[src/rtl/cursor_overlay_draw.sv]
// Plus-shaped cursor drawing engine: restores the saved background at the old
// position, saves the background at the new position, then draws the cursor.
module cursor_overlay_draw #(
   parameter int unsigned FB_W = 64,
   parameter int unsigned FB_H = 64,
   parameter int unsigned PX_W = 8
) (
   input  logic            clk,
   input  logic            rst,
   input  logic            start,
   input  logic [7:0]      in_x,
   input  logic [7:0]      in_y,
   input  logic [PX_W-1:0] cursor_color,
   input  logic            commit,
   input  logic [PX_W-1:0] commit_color,
   output logic [7:0]      fb_x,
   output logic [7:0]      fb_y,
   output logic [PX_W-1:0] fb_wdata,
   output logic            fb_we,
   output logic            fb_re,
   input  logic [PX_W-1:0] fb_rdata,
   output logic            busy,
   output logic            done
);

   localparam int unsigned NSLOT = 5;
   localparam logic signed [8:0] X_MAX = 9'(FB_W - 1);
   localparam logic signed [8:0] Y_MAX = 9'(FB_H - 1);

   typedef enum logic [2:0] {IDLE, RESTORE, READ, WRITE, DONE} state_t;

   typedef struct packed {
      logic       ok;
      logic [7:0] x;
      logic [7:0] y;
   } slot_t;

   // Position and clip status of shape slot k around centre (cx, cy).
   function automatic slot_t slot_at(input logic [7:0] cx, input logic [7:0] cy,
                                     input logic [2:0] k);
      logic signed [8:0] dx;
      logic signed [8:0] dy;
      logic signed [8:0] px;
      logic signed [8:0] py;
      slot_t s;
      dx = '0;
      dy = '0;
      case (k)
         3'd1:    dy = -9'sd1;
         3'd2:    dx = 9'sd1;
         3'd3:    dy = 9'sd1;
         3'd4:    dx = -9'sd1;
         default: ;
      endcase
      px = $signed({1'b0, cx}) + dx;
      py = $signed({1'b0, cy}) + dy;
      s.ok = (px >= 9'sd0) && (px <= X_MAX) && (py >= 9'sd0) && (py <= Y_MAX);
      s.x  = px[7:0];
      s.y  = py[7:0];
      return s;
   endfunction

   function automatic logic slot_ok(input logic [7:0] cx, input logic [7:0] cy,
                                    input logic [2:0] k);
      slot_t s;
      s = slot_at(cx, cy, k);
      return s.ok;
   endfunction

   state_t          state;
   logic [2:0]      idx;
   logic [2:0]      idx_inc;
   logic [2:0]      idx_dec;
   logic [7:0]      old_x;
   logic [7:0]      old_y;
   logic [7:0]      new_x;
   logic [7:0]      new_y;
   logic [PX_W-1:0] color;
   logic            saved_valid;
   logic [PX_W-1:0] save_data [NSLOT];
   logic [NSLOT-1:0] save_valid;

   slot_t           old_first;
   slot_t           old_next;
   slot_t           new_first;
   slot_t           new_next;
   slot_t           in_first;
   logic            new_cur_ok;
   logic [PX_W-1:0] save0_data;
   logic            save0_valid;

   assign idx_inc = idx + 3'd1;
   assign idx_dec = idx - 3'd1;

   // Slot geometry for the cycle being entered; a same-cycle commit overrides slot 0.
   always_comb begin
      old_first   = slot_at(old_x, old_y, 3'd0);
      old_next    = slot_at(old_x, old_y, idx_inc);
      new_first   = slot_at(new_x, new_y, 3'd0);
      new_next    = slot_at(new_x, new_y, idx_inc);
      in_first    = slot_at(in_x, in_y, 3'd0);
      new_cur_ok  = slot_ok(new_x, new_y, idx);
      save0_data  = commit ? commit_color : save_data[0];
      save0_valid = (commit ? 1'b1 : save_valid[0]) & old_first.ok;
   end

   // Sequencer; framebuffer strobes are registered alongside the state they belong to.
   always_ff @(posedge clk) begin
      if (rst) begin
         state       <= IDLE;
         idx         <= '0;
         fb_x        <= '0;
         fb_y        <= '0;
         fb_wdata    <= '0;
         fb_we       <= 1'b0;
         fb_re       <= 1'b0;
         busy        <= 1'b0;
         done        <= 1'b0;
         saved_valid <= 1'b0;
         save_valid  <= '0;
         old_x       <= '0;
         old_y       <= '0;
         new_x       <= '0;
         new_y       <= '0;
         color       <= '0;
      end else begin
         fb_we <= 1'b0;
         fb_re <= 1'b0;
         done  <= 1'b0;
         case (state)
            IDLE: begin
               if (commit && saved_valid) begin
                  save_data[0]  <= commit_color;
                  save_valid[0] <= old_first.ok;
               end
               if (start) begin
                  new_x <= in_x;
                  new_y <= in_y;
                  color <= cursor_color;
                  busy  <= 1'b1;
                  idx   <= '0;
                  if (saved_valid) begin
                     state    <= RESTORE;
                     fb_x     <= old_first.x;
                     fb_y     <= old_first.y;
                     fb_wdata <= save0_data;
                     fb_we    <= save0_valid;
                  end else begin
                     state <= READ;
                     fb_x  <= in_first.x;
                     fb_y  <= in_first.y;
                     fb_re <= in_first.ok;
                  end
               end
            end
            RESTORE: begin
               if (idx == 3'd4) begin
                  state <= READ;
                  idx   <= '0;
                  fb_x  <= new_first.x;
                  fb_y  <= new_first.y;
                  fb_re <= new_first.ok;
               end else begin
                  idx      <= idx_inc;
                  fb_x     <= old_next.x;
                  fb_y     <= old_next.y;
                  fb_wdata <= save_data[idx_inc];
                  fb_we    <= save_valid[idx_inc] & old_next.ok;
               end
            end
            READ: begin
               // Read data trails the strobe by one cycle; idx 5 only drains slot 4.
               if (idx != 3'd0) save_data[idx_dec] <= fb_rdata;
               if (idx < 3'd5) save_valid[idx] <= new_cur_ok;
               if (idx == 3'd5) begin
                  state    <= WRITE;
                  idx      <= '0;
                  fb_x     <= new_first.x;
                  fb_y     <= new_first.y;
                  fb_wdata <= color;
                  fb_we    <= new_first.ok;
               end else begin
                  idx   <= idx_inc;
                  fb_x  <= new_next.x;
                  fb_y  <= new_next.y;
                  fb_re <= new_next.ok && (idx_inc != 3'd5);
               end
            end
            WRITE: begin
               if (idx == 3'd4) begin
                  state       <= DONE;
                  idx         <= '0;
                  done        <= 1'b1;
                  old_x       <= new_x;
                  old_y       <= new_y;
                  saved_valid <= 1'b1;
               end else begin
                  idx      <= idx_inc;
                  fb_x     <= new_next.x;
                  fb_y     <= new_next.y;
                  fb_wdata <= color;
                  fb_we    <= new_next.ok;
               end
            end
            DONE: begin
               state <= IDLE;
               busy  <= 1'b0;
            end
            default: begin
               state <= IDLE;
               busy  <= 1'b0;
            end
         endcase
      end
   end

endmodule

[config.mk]
export PLATFORM = sky130hd
export DESIGN_NAME = cursor_overlay_draw
export DESIGN_NICKNAME = d
export VERILOG_FILES = /design/src/rtl/cursor_overlay_draw.sv
export SDC_FILE = /design/constraint.sdc
export NUM_CORES = 1
export LEC_CHECK = 0
export CORE_MARGIN = 4
export CORE_UTILIZATION = 46
export DETAILED_ROUTE_END_ITERATION = 16
export GPL_TIMING_DRIVEN = 0
export PLACE_DENSITY = 0.69
export SYNTH_ARGS = -nofsm -noshare
export SYNTH_HDL_FRONTEND = slang
export SYNTH_SLANG_ARGS = --single-unit
[constraint.sdc]
create_clock -name clk -period 3.9 [get_ports clk]
set_clock_uncertainty 0.2 [all_clocks]
set_input_delay 0.78 -clock clk [delete_from_list [all_inputs] [get_ports clk]]
set_output_delay 0.78 -clock clk [all_outputs]
set_load 0.01 [all_outputs]
**After elaboration in Yosys (flattened, before gate mapping)**

Memories as Yosys holds them, arrays and structs flattened.
Index checks and enable logic that the tools add are counted.

- $add $sub $neg: 8
- Multipliers: 0
- Divide/modulo/power cells: 0
- Magnitude comparators: 28
- Equality and inequality tests: 22
- Shift-type cells: 0
- Multiplexer cells: 67
- Bitwise operators: 4
- Reductions and logical operators: 39

Operators by type and width:

| cell | number |
|---|---|
| $mux 8 | 17 |
| $pmux 8 s4 | 3 |
| $pmux 9 s2 | 4 |
| $add 9x9->9 | 6 |
| $ge 9x1->1 const B | 6 |
| $le 9x7->1 const B | 6 |
| $ge 8x1->1 const B | 6 |
| $le 8x6->1 const B | 6 |
| $mux 1 | 25 |
| $mux 3 | 8 |
| $logic_and 1x1->1 | 21 |
| $eq 3x2->1 const B | 6 |
| $ne 2x2->1 const B | 9 |
| $pmux 3 s4 | 1 |
| $reduce_and 2->1 | 5 |
| $eq 3x1->1 const B | 3 |
| $eq 3x3->1 const B | 3 |
| $pmux 3 s3 | 1 |
| $lt 3x4->1 const B | 2 |
| $reduce_or 8->1 | 1 |
| $reduce_and 3->1 | 2 |
| $reduce_and 6->1 | 1 |
| $reduce_bool 3->1 | 2 |
| $bwmux 5 | 1 |
| other kinds (19) | 23 |

- Register bits after elaboration: 80
- Bits in latches: 0
- Bits in writable memories: 40
- Bits in read-only memories: 0
- Bits of input ports: 44
- Output and inout bits: 28
- Logic and storage cells: 186
- Memories kept: 1

Memory list:

| memory | words | bits a word | rd ports | clocked after memory_dff | wr ports | RTL line | text |
|---|---|---|---|---|---|---|---|
| save_data | 5 | 8 | 2 | 0 | 1 | 80 | `logic [PX_W-1:0] save_data [NSLOT];` |

**Depth between registers and ports, before layout**

Gate-level depths: netlist (run 1).

- Depth in word-level cells: 11
- Mapped depth: 17
- Depth with buffers taken out: 15

**Least setup slack after synthesis (run 1)**

OpenSTA, ideal clock, no wires.

- Path kind: register to register
- From: register idx[0]
- To: register fb_we
- Library setup time: 0.093 ns
- Arrival: 3.585 ns
- Data required time: 3.607 ns
- Path slack: 0.022 ns
- Cell stages (with the launch flop): 15
- Path through: dfxtp_1 > buf_1 > clkbuf_1 > inv_1 > ha_1 > o21a_1 > ha_1 > ha_1 > or4_4 > o311ai_2 > o21ai_1 > xor2_1 > nor3b_2 > o2111ai_2 > o311ai_2

- Longest elaborated chain between the ends: 11
- Elaborated cells on any way between the ends: 34

RTL lines:

| element | RTL line | text |
|---|---|---|
| start: declaration | 71 | `logic [2:0] idx;` |
| start signal: assignment | 164 | `idx <= idx_inc;` |
| start signal: assignment | 183 | `idx <= idx_inc;` |
| start signal: assignment | 198 | `idx <= idx_inc;` |
| $add 3x1->3 | 92 | `assign idx_inc = idx + 3'd1;` |
| $eq 3x3->1 or $eq 3x2->1 (tied branches) | 48 | `case (k)` |
| $pmux 9 s2 | 48 |  |
| $add 9x9->9 | 55 | `px = $signed({1'b0, cx}) + dx;` |
| $ge 9x1->1 or $le 9x7->1 (tied branches) | 57 | `s.ok = (px >= 9'sd0) && (px <= X_MAX) && (py >= 9'sd0) && (py <= Y_MAX);` |
| $logic_and 1x1->1 (3 in a row) | 57 |  |
| $and 1x1->1 | 168 | `fb_we <= save_valid[idx_inc] & old_next.ok;` |
| $mux 1 | 157 | `if (idx == 3'd4) begin` |
| $pmux 1 s4 (*) | 130 | `case (state)` |
| end signal: assignment | 147 | `fb_we <= save0_valid;` |
| end signal: assignment | 168 |  |
| end signal: assignment | 181 | `fb_we <= new_first.ok;` |
| end: declaration | 19 | `output logic fb_we,` |

Mark *: on every way between the ends. The rest lies on a longest branch, timed or not. The select of a mux whose other input is x is not followed.
A chain may end at the register's enable or synchronous reset.

**Worst setup path in the final report (run 1)**

Same ends and word-level chain as after synthesis.

==> impl_metrics.py, run 1 <==
metrics = {
    "cts": {
        "htree_levels": 4,
        "cts.sinks": 120,
        "cts_buffer_depth": 2,
        "clockRootBuffer": "clkbuf_16",
        "cts_buffers": 17,
        "clock_latency_ps": 440,
        "cts.clk_slew.worst_paths_ps": 60,
        "cts_tree": "built",
    },
    "place": {
        "routabilityCongestion": 0.945,
        "dp_hpwl_um": 16500,
        "io_buffers": 70,
        "dpl_cell_area_um2": 8530,
        "place_ws_ps": -951,
    },
    "setup_path": {
        "worstSetupPathType": "reg -> reg",
        "critPathSlowestCell": "or4_4",
        "slowest_delay_ps": 440,
        "crit_arrival_ps": 3910,
        "reg2regPathDepth": 14,
        "worstPathCellList": "ha_1 > ha_1 > buf_6 > buf_6 > o21a_2 > ha_4 > ha_2 > or4_4 > o311ai_2 > o21ai_1 > xor2_1 > nor3b_2 > o2111ai_2 > o311ai_2",
        "crit_path_end_kind": "register",
        "crit_fanout": 10,
        "crit_path_start_kind": "register",
        "required_ps": 4020,
    },
    "die": {
        "io-pin-count": 72,
        "dieHeight_um": 136,
        "die_w_um": 136,
        "core_um2": 16000,
        "num_rows": 46,
        "die_area_um2": 18500,
        "initial_core_util_pct": 47.2,
    },
    "layout": {
        "layout-drive-gt1-share_pct": 15.0,
        "synthToLayoutAreaGrowth_pct": 22.8,
        "most-common-layout-cells": "119 x nand2_1, 96 x a21oi_1, 78 x dfxtp_1",
        "fin_nets": 1014,
        "antennaDiodeCount": 0,
        "final.fill_count": 1458,
        "final_common_cell": "nand2_1",
        "final_area_um2": 9280,
        "final_util_pct": 58.0,
    },
    "global_route": {
        "busiest_layer": "met2",
        "overflow": 0,
        "grt_usage_pct": 25.2,
        "grt_max_degree": 20,
        "grt_pass1_vias": 6544,
        "antenna_found_initial": 0,
        "grt.met1_usage_pct": 34.4,
        "grt_use_met3_pct": 5.33,
        "grt_pass1_wl_um": 35500,
        "met2_usage_pct": 38.9,
    },
    "yosys": {
        "synth.distinct_cells": 82,
        "yosysWarningCount": 0,
        "synth_fp_nets": 922,
        "netlist_instances": 829,
        "ys_async_sr_fraction_pct": 0,
        "synth_seq_area_share_pct": 37.1,
        "ys.flop_type": "dfxtp_1",
        "synth-seq-cells": 120,
        "syn_area_um2": 7550,
        "synth-edff-count": 40,
        "avgSynthCellArea_um2": 9.11,
    },
    "pwr": {
        "p_leak_nw": 3.46,
        "peakVddDrop_v": 0.000360,
        "power.density_nw_per_um2": 433,
        "pwr-share-clk_pct": 39.7,
        "power.internal_mw": 2.72,
        "power_switching_mw": 1.30,
        "totalPowerFinal_mw": 4.02,
        "seqPwrFrac_pct": 35.1,
        "comb_power_share_pct": 25.2,
        "swShare_pct": 32.3,
    },
    "worst_hold_path": {
        "hold_depth": 2,
        "min_path_type": "reg -> reg",
    },
    "drt": {
        "drc": 0,
        "num_vias": 6867,
        "drt_iter0_drc": 615,
        "wire_per_inst_um": 20.2,
        "drt-total-wl_um": 23200,
        "final_antenna_net_count": 0,
        "drt_first_pass_iters": 6,
        "viasPerCell": 5.97,
    },
    "timing": {
        "min_period_over_period_pct": 97.1,
        "drv_slew": 0,
        "final.setup.tns_ps": 0,
        "worst_slew_pin_slew_ps": 1440,
        "fin_crit_ps": 3790,
        "fin_ws_ps": 113,
        "max_freq_ghz": 0.264,
        "setup_viol": 0,
        "hold_violations": 0,
        "relSlewSlack_pct": 3.17,
    },
    "status": {
        "outcome": "finished, final reports clean",
    },
    "flow_run": {
        "cap_viol_max_count": 0,
    },
}
[registers in the layout (all words and copies together) (netlist names), 3 cells and up]
register and count:
save_valid 5, new_x 8, new_y 8, fb_wdata 8
fb_y 8, color 8, save_data 40, state 3
fb_x 8, old_y 8, old_x 8, idx 3
[stage by stage]
| step | hold WS (ps) | instances |
|---|---|---|
| after floorplan | 232 | 829 |
| after global placement | 244 | 1115 |
| after detailed placement | 248 | 1115 |
| after CTS | 257 | 1149 |
| after global routing | 275 | 1150 |
| final | 257 | 1150 |
[final cells by class]
cell class	count	area, um^2	area share (%)
plain buffers	51	290	3.13
clock inverters	14	153	1.64
repair buffers	74	743	8.01
well taps	216	270	2.91
clock buffers	18	439	4.73
multi-input cells	636	4490	48.4
flip-flops and latches	120	2810	30.3
inverters	21	88.8	0.957
[critical path, delay by kind of cell (launching register included)]
| family | cells | cell delay (ps) |
|---|---|---|
| XOR/XNOR | 1 | 190 |
| AND/OR/NAND/NOR | 2 | 650 |
| adder cells (fa/ha/maj) | 4 | 890 |
| AO/OA/AOI/OAI | 5 | 1040 |
| buffers and inverters | 2 | 320 |
| flip-flops | 1 | 380 |
[kinds of logic after synthesis]
logic type,synth area share (%)
AO/OA/AOI/OAI,20.4
XOR/XNOR,3.13
adder cells (fa/ha/maj),8.51
buffers and inverters,4.59
flip-flops,37.1
multiplexers,8.21
AND/OR/NAND/NOR,18.0
[repair_timing]
action	CTS	global route
resized for setup	16	18
pin swaps	2	2
buffers inserted	3	0
endpoints found under the setup margin	38	7
endpoints found under the hold margin	0	0
hold buffers	0	0
[power by group through the flow]
stage | sequential (mW) | combinational (mW) | clock, mW
2_1_floorplan | 1.44 | 0.639 | 0
3_3_place_gp | 1.43 | 0.961 | 0
3_5_place_dp | 1.44 | 0.970 | 0
4_1_cts | 1.41 | 0.985 | 1.61
5_1_grt | 1.42 | 1.09 | 1.66
6_report | 1.41 | 1.01 | 1.60
[layer usage]
metal | wire length (um) | part of all wire, %
met1 | 10000 | 43
met2 | 10400 | 45
met3 | 2080 | 9.0
met4 | 630 | 2.7
met5 | 0 | 0
[cells in the mapped netlist (9+ instances only)]
cell	instances	area share, %
buf_2	20	1.3
o21ai_0	18	1.2
a222oi_1	9	1.2
mux2_2	24	3.6
nand3_1	16	1.1
edfxtp_1	40	16
xor2_1	12	1.4
nor2_1	73	3.6
xnor2_1	15	1.7
a21oi_1	98	6.5
inv_1	19	0.94
mux2i_1	17	2.3
nand2_1	119	5.9
dfxtp_1	80	21
ha_1	45	7.5
nor3_1	16	1.1
a211oi_1	14	1.4
clkbuf_1	23	1.1
[final timing paths]
check / end / slack (ps) / start
max: fb_we / 110 / idx[0]
min: save_valid[4] / 260 / save_valid[4]
max reg2reg: fb_we / 110 / idx[0]
min reg2reg: save_valid[4] / 260 / save_valid[4]
(Power assumes the default switching activity.)
==> inputs of run 2 (changes only) <==
--- a/config.mk
+++ b/config.mk
@@ -5,7 +5,7 @@
 export SDC_FILE = /design/constraint.sdc
 export NUM_CORES = 1
 export LEC_CHECK = 0
-export CORE_MARGIN = 4
+export CORE_MARGIN = 2
 export CORE_UTILIZATION = 46
 export DETAILED_ROUTE_END_ITERATION = 16
 export GPL_TIMING_DRIVEN = 0
==> run 2 against run 1 <==
Die area down 5.8%. Worst setup slack worse by 60 ps. Register-to-register slack worse by 60 ps. Cell area up 1.0%. First-iteration DRC count up 41%. Clock-buffer cell count down 1. Via count up 1.6%. Combinational power about the same. Sequential share of layout area down 0.30 points. Highest routed layer unchanged.
==> impl_metrics.py, run 2 (synthesis gave the netlist of run 1 again) <==
metrics = {
    "pwr": {
        "seqPwrFrac_pct": 34.7,
        "peakVddDrop_v": 0.000349,
        "comb_power_share_pct": 25.5,
        "power_switching_mw": 1.34,
        "totalPowerFinal_mw": 4.06,
        "power.internal_mw": 2.73,
        "power.density_nw_per_um2": 434,
        "pwr-share-clk_pct": 39.7,
        "swShare_pct": 32.9,
        "p_leak_nw": 3.48,
    },
    "cts": {
        "clockRootBuffer": "clkbuf_16",
        "cts.clk_slew.worst_paths_ps": 70,
        "cts_tree": "built",
        "clock_latency_ps": 430,
        "cts_buffer_depth": 2,
        "htree_levels": 4,
        "cts_buffers": 17,
        "cts.sinks": 120,
    },
    "setup_path": {
        "crit_path_start_kind": "register",
        "crit_arrival_ps": 3960,
        "worstSetupPathType": "reg -> reg",
        "crit_path_end_kind": "register",
        "required_ps": 4010,
        "critPathSlowestCell": "or4_4",
        "worstPathCellList": "buf_6 > clkinvlp_4 > ha_1 > buf_4 > buf_6 > o21a_2 > ha_4 > ha_2 > or4_4 > o311ai_2 > o21ai_1 > xor2_1 > nor3b_2 > o2111ai_2 > o311ai_2",
        "path_buf_inv": 4,
        "crit_fanout": 10,
        "cpLargestDelayFamily": "compound AO/OA/AOI/OAI gates",
        "slowest_delay_ps": 440,
        "startpoint": "idx[2]",
        "rr_startpoint": "idx[2]",
    },
    "place": {
        "dp.cells": 1115,
        "routabilityCongestion": 0.927,
        "dp_hpwl_um": 16200,
        "io_buffers": 70,
    },
    "global_route": {
        "overflow": 0,
        "antenna_found_initial": 0,
        "grt_max_degree": 20,
        "grt_pass1_wl_um": 35800,
        "grt_pass1_vias": 6516,
        "grt_usage_pct": 26.4,
    },
    "status": {
        "outcome": "finished, final reports clean",
    },
    "worst_hold_path": {
        "hp-start": "color[3]",
        "min_path_type": "reg -> reg",
    },
    "timing": {
        "hold_violations": 0,
        "min_period_over_period_pct": 98.6,
        "max_freq_ghz": 0.260,
        "worst_slew_pin_slew_ps": 1030,
        "setup_viol": 0,
        "relSlewSlack_pct": 31.3,
        "final.setup.tns_ps": 0,
        "holdWs_ps": 261,
        "drv_slew": 0,
        "fin_crit_ps": 3850,
    },
    "layout": {
        "multi_input_area_um2": 4530,
        "fin_nets": 1019,
        "fin_cells": 1155,
        "final.fill_count": 1445,
        "final_util_pct": 58.8,
        "antennaDiodeCount": 0,
        "seq_area_um2": 2810,
        "final_common_cell": "nand2_1",
        "synthToLayoutAreaGrowth_pct": 24.1,
        "regMostFlops": "save_data",
        "layout-drive-gt1-share_pct": 16.6,
        "most-common-layout-cells": "117 x nand2_1, 95 x a21oi_1, 78 x dfxtp_1",
        "largest_register_ffs": 40,
    },
    "die": {
        "initial_core_util_pct": 47.4,
        "die_w_um": 132,
        "num_rows": 46,
        "io-pin-count": 72,
        "core_um2": 15900,
        "die_area_um2": 17500,
        "dieHeight_um": 132,
    },
    "flow_run": {
        "cap_viol_max_count": 0,
    },
    "drt": {
        "drt_iter0_drc": 869,
        "drt_first_pass_iters": 5,
        "viasPerCell": 6.04,
        "drc": 0,
        "drt-total-wl_um": 23500,
        "num_vias": 6977,
        "wire_per_inst_um": 20.3,
        "final_antenna_net_count": 0,
    },
}
-- run 2: routing by layer --
layer / wire (um) / vias up / track usage [%]
li1: - / 3271 / -
met1: 10100 / 3298 / 36.1
met2: 10600 / 353 / 40.6
met4: 637 / 0 / 10.0
met3: 2160 / 55 / 6.04
met5: 0 / - / 0
-- run 2: power by group through the flow --
stage	Clock, mW	Combinational, mW	Sequential (mW)
2_1_floorplan	0	0.639	1.44
3_3_place_gp	0	0.958	1.43
3_5_place_dp	0	0.967	1.44
4_1_cts	1.63	0.982	1.41
5_1_grt	1.68	1.11	1.42
6_report	1.62	1.04	1.41
-- run 2: repair_timing --
| action | CTS | global route |
|---|---|---|
| buffers inserted | 3 | 6 |
| pin swaps | 3 | 8 |
| resized for setup | 15 | 28 |
| setup endpoints to repair | 39 | 9 |
| hold buffers | 0 | 0 |
-- run 2: worst register-to-register path, cell delays in order (launching register included) --
cell and delay, ps:
dfxtp_1 330, buf_6 150, clkinvlp_4 140, ha_1 300, buf_4 190, buf_6 170
o21a_2 170, ha_4 190, ha_2 210, or4_4 440, o311ai_2 230, o21ai_1 130
xor2_1 170, nor3b_2 200, o2111ai_2 150, o311ai_2 360
-- run 2: layout make-up --
class                      count  area share [%]
buffer                        51            3.15
multi-input combinational    636            48.3
clock buffer                  17            4.54
tap                          216            2.88
clock inverter                15            1.83
inverter                      21            1.03
timing repair buffer          79            8.33
sequential                   120            30.0
-- run 2: final timing paths --
| check | endpoint | slack [ps] | cells after the start |
|---|---|---|---|
| setup / recovery | fb_we | 50 | 15 |
| hold / removal | color[3] | 260 | 2 |
| setup reg to reg | fb_we | 50 | 15 |
| hold reg to reg | color[3] | 260 | 2 |
-- run 2: per-stage QoR --
step	setup WS (ps)	cell area [um^2]
floorplan	21.9	7550
global placement	-906	8530
detailed placement	-915	8530
CTS	1.17	9200
global route	-17.2	9370
finish	53.0	9370
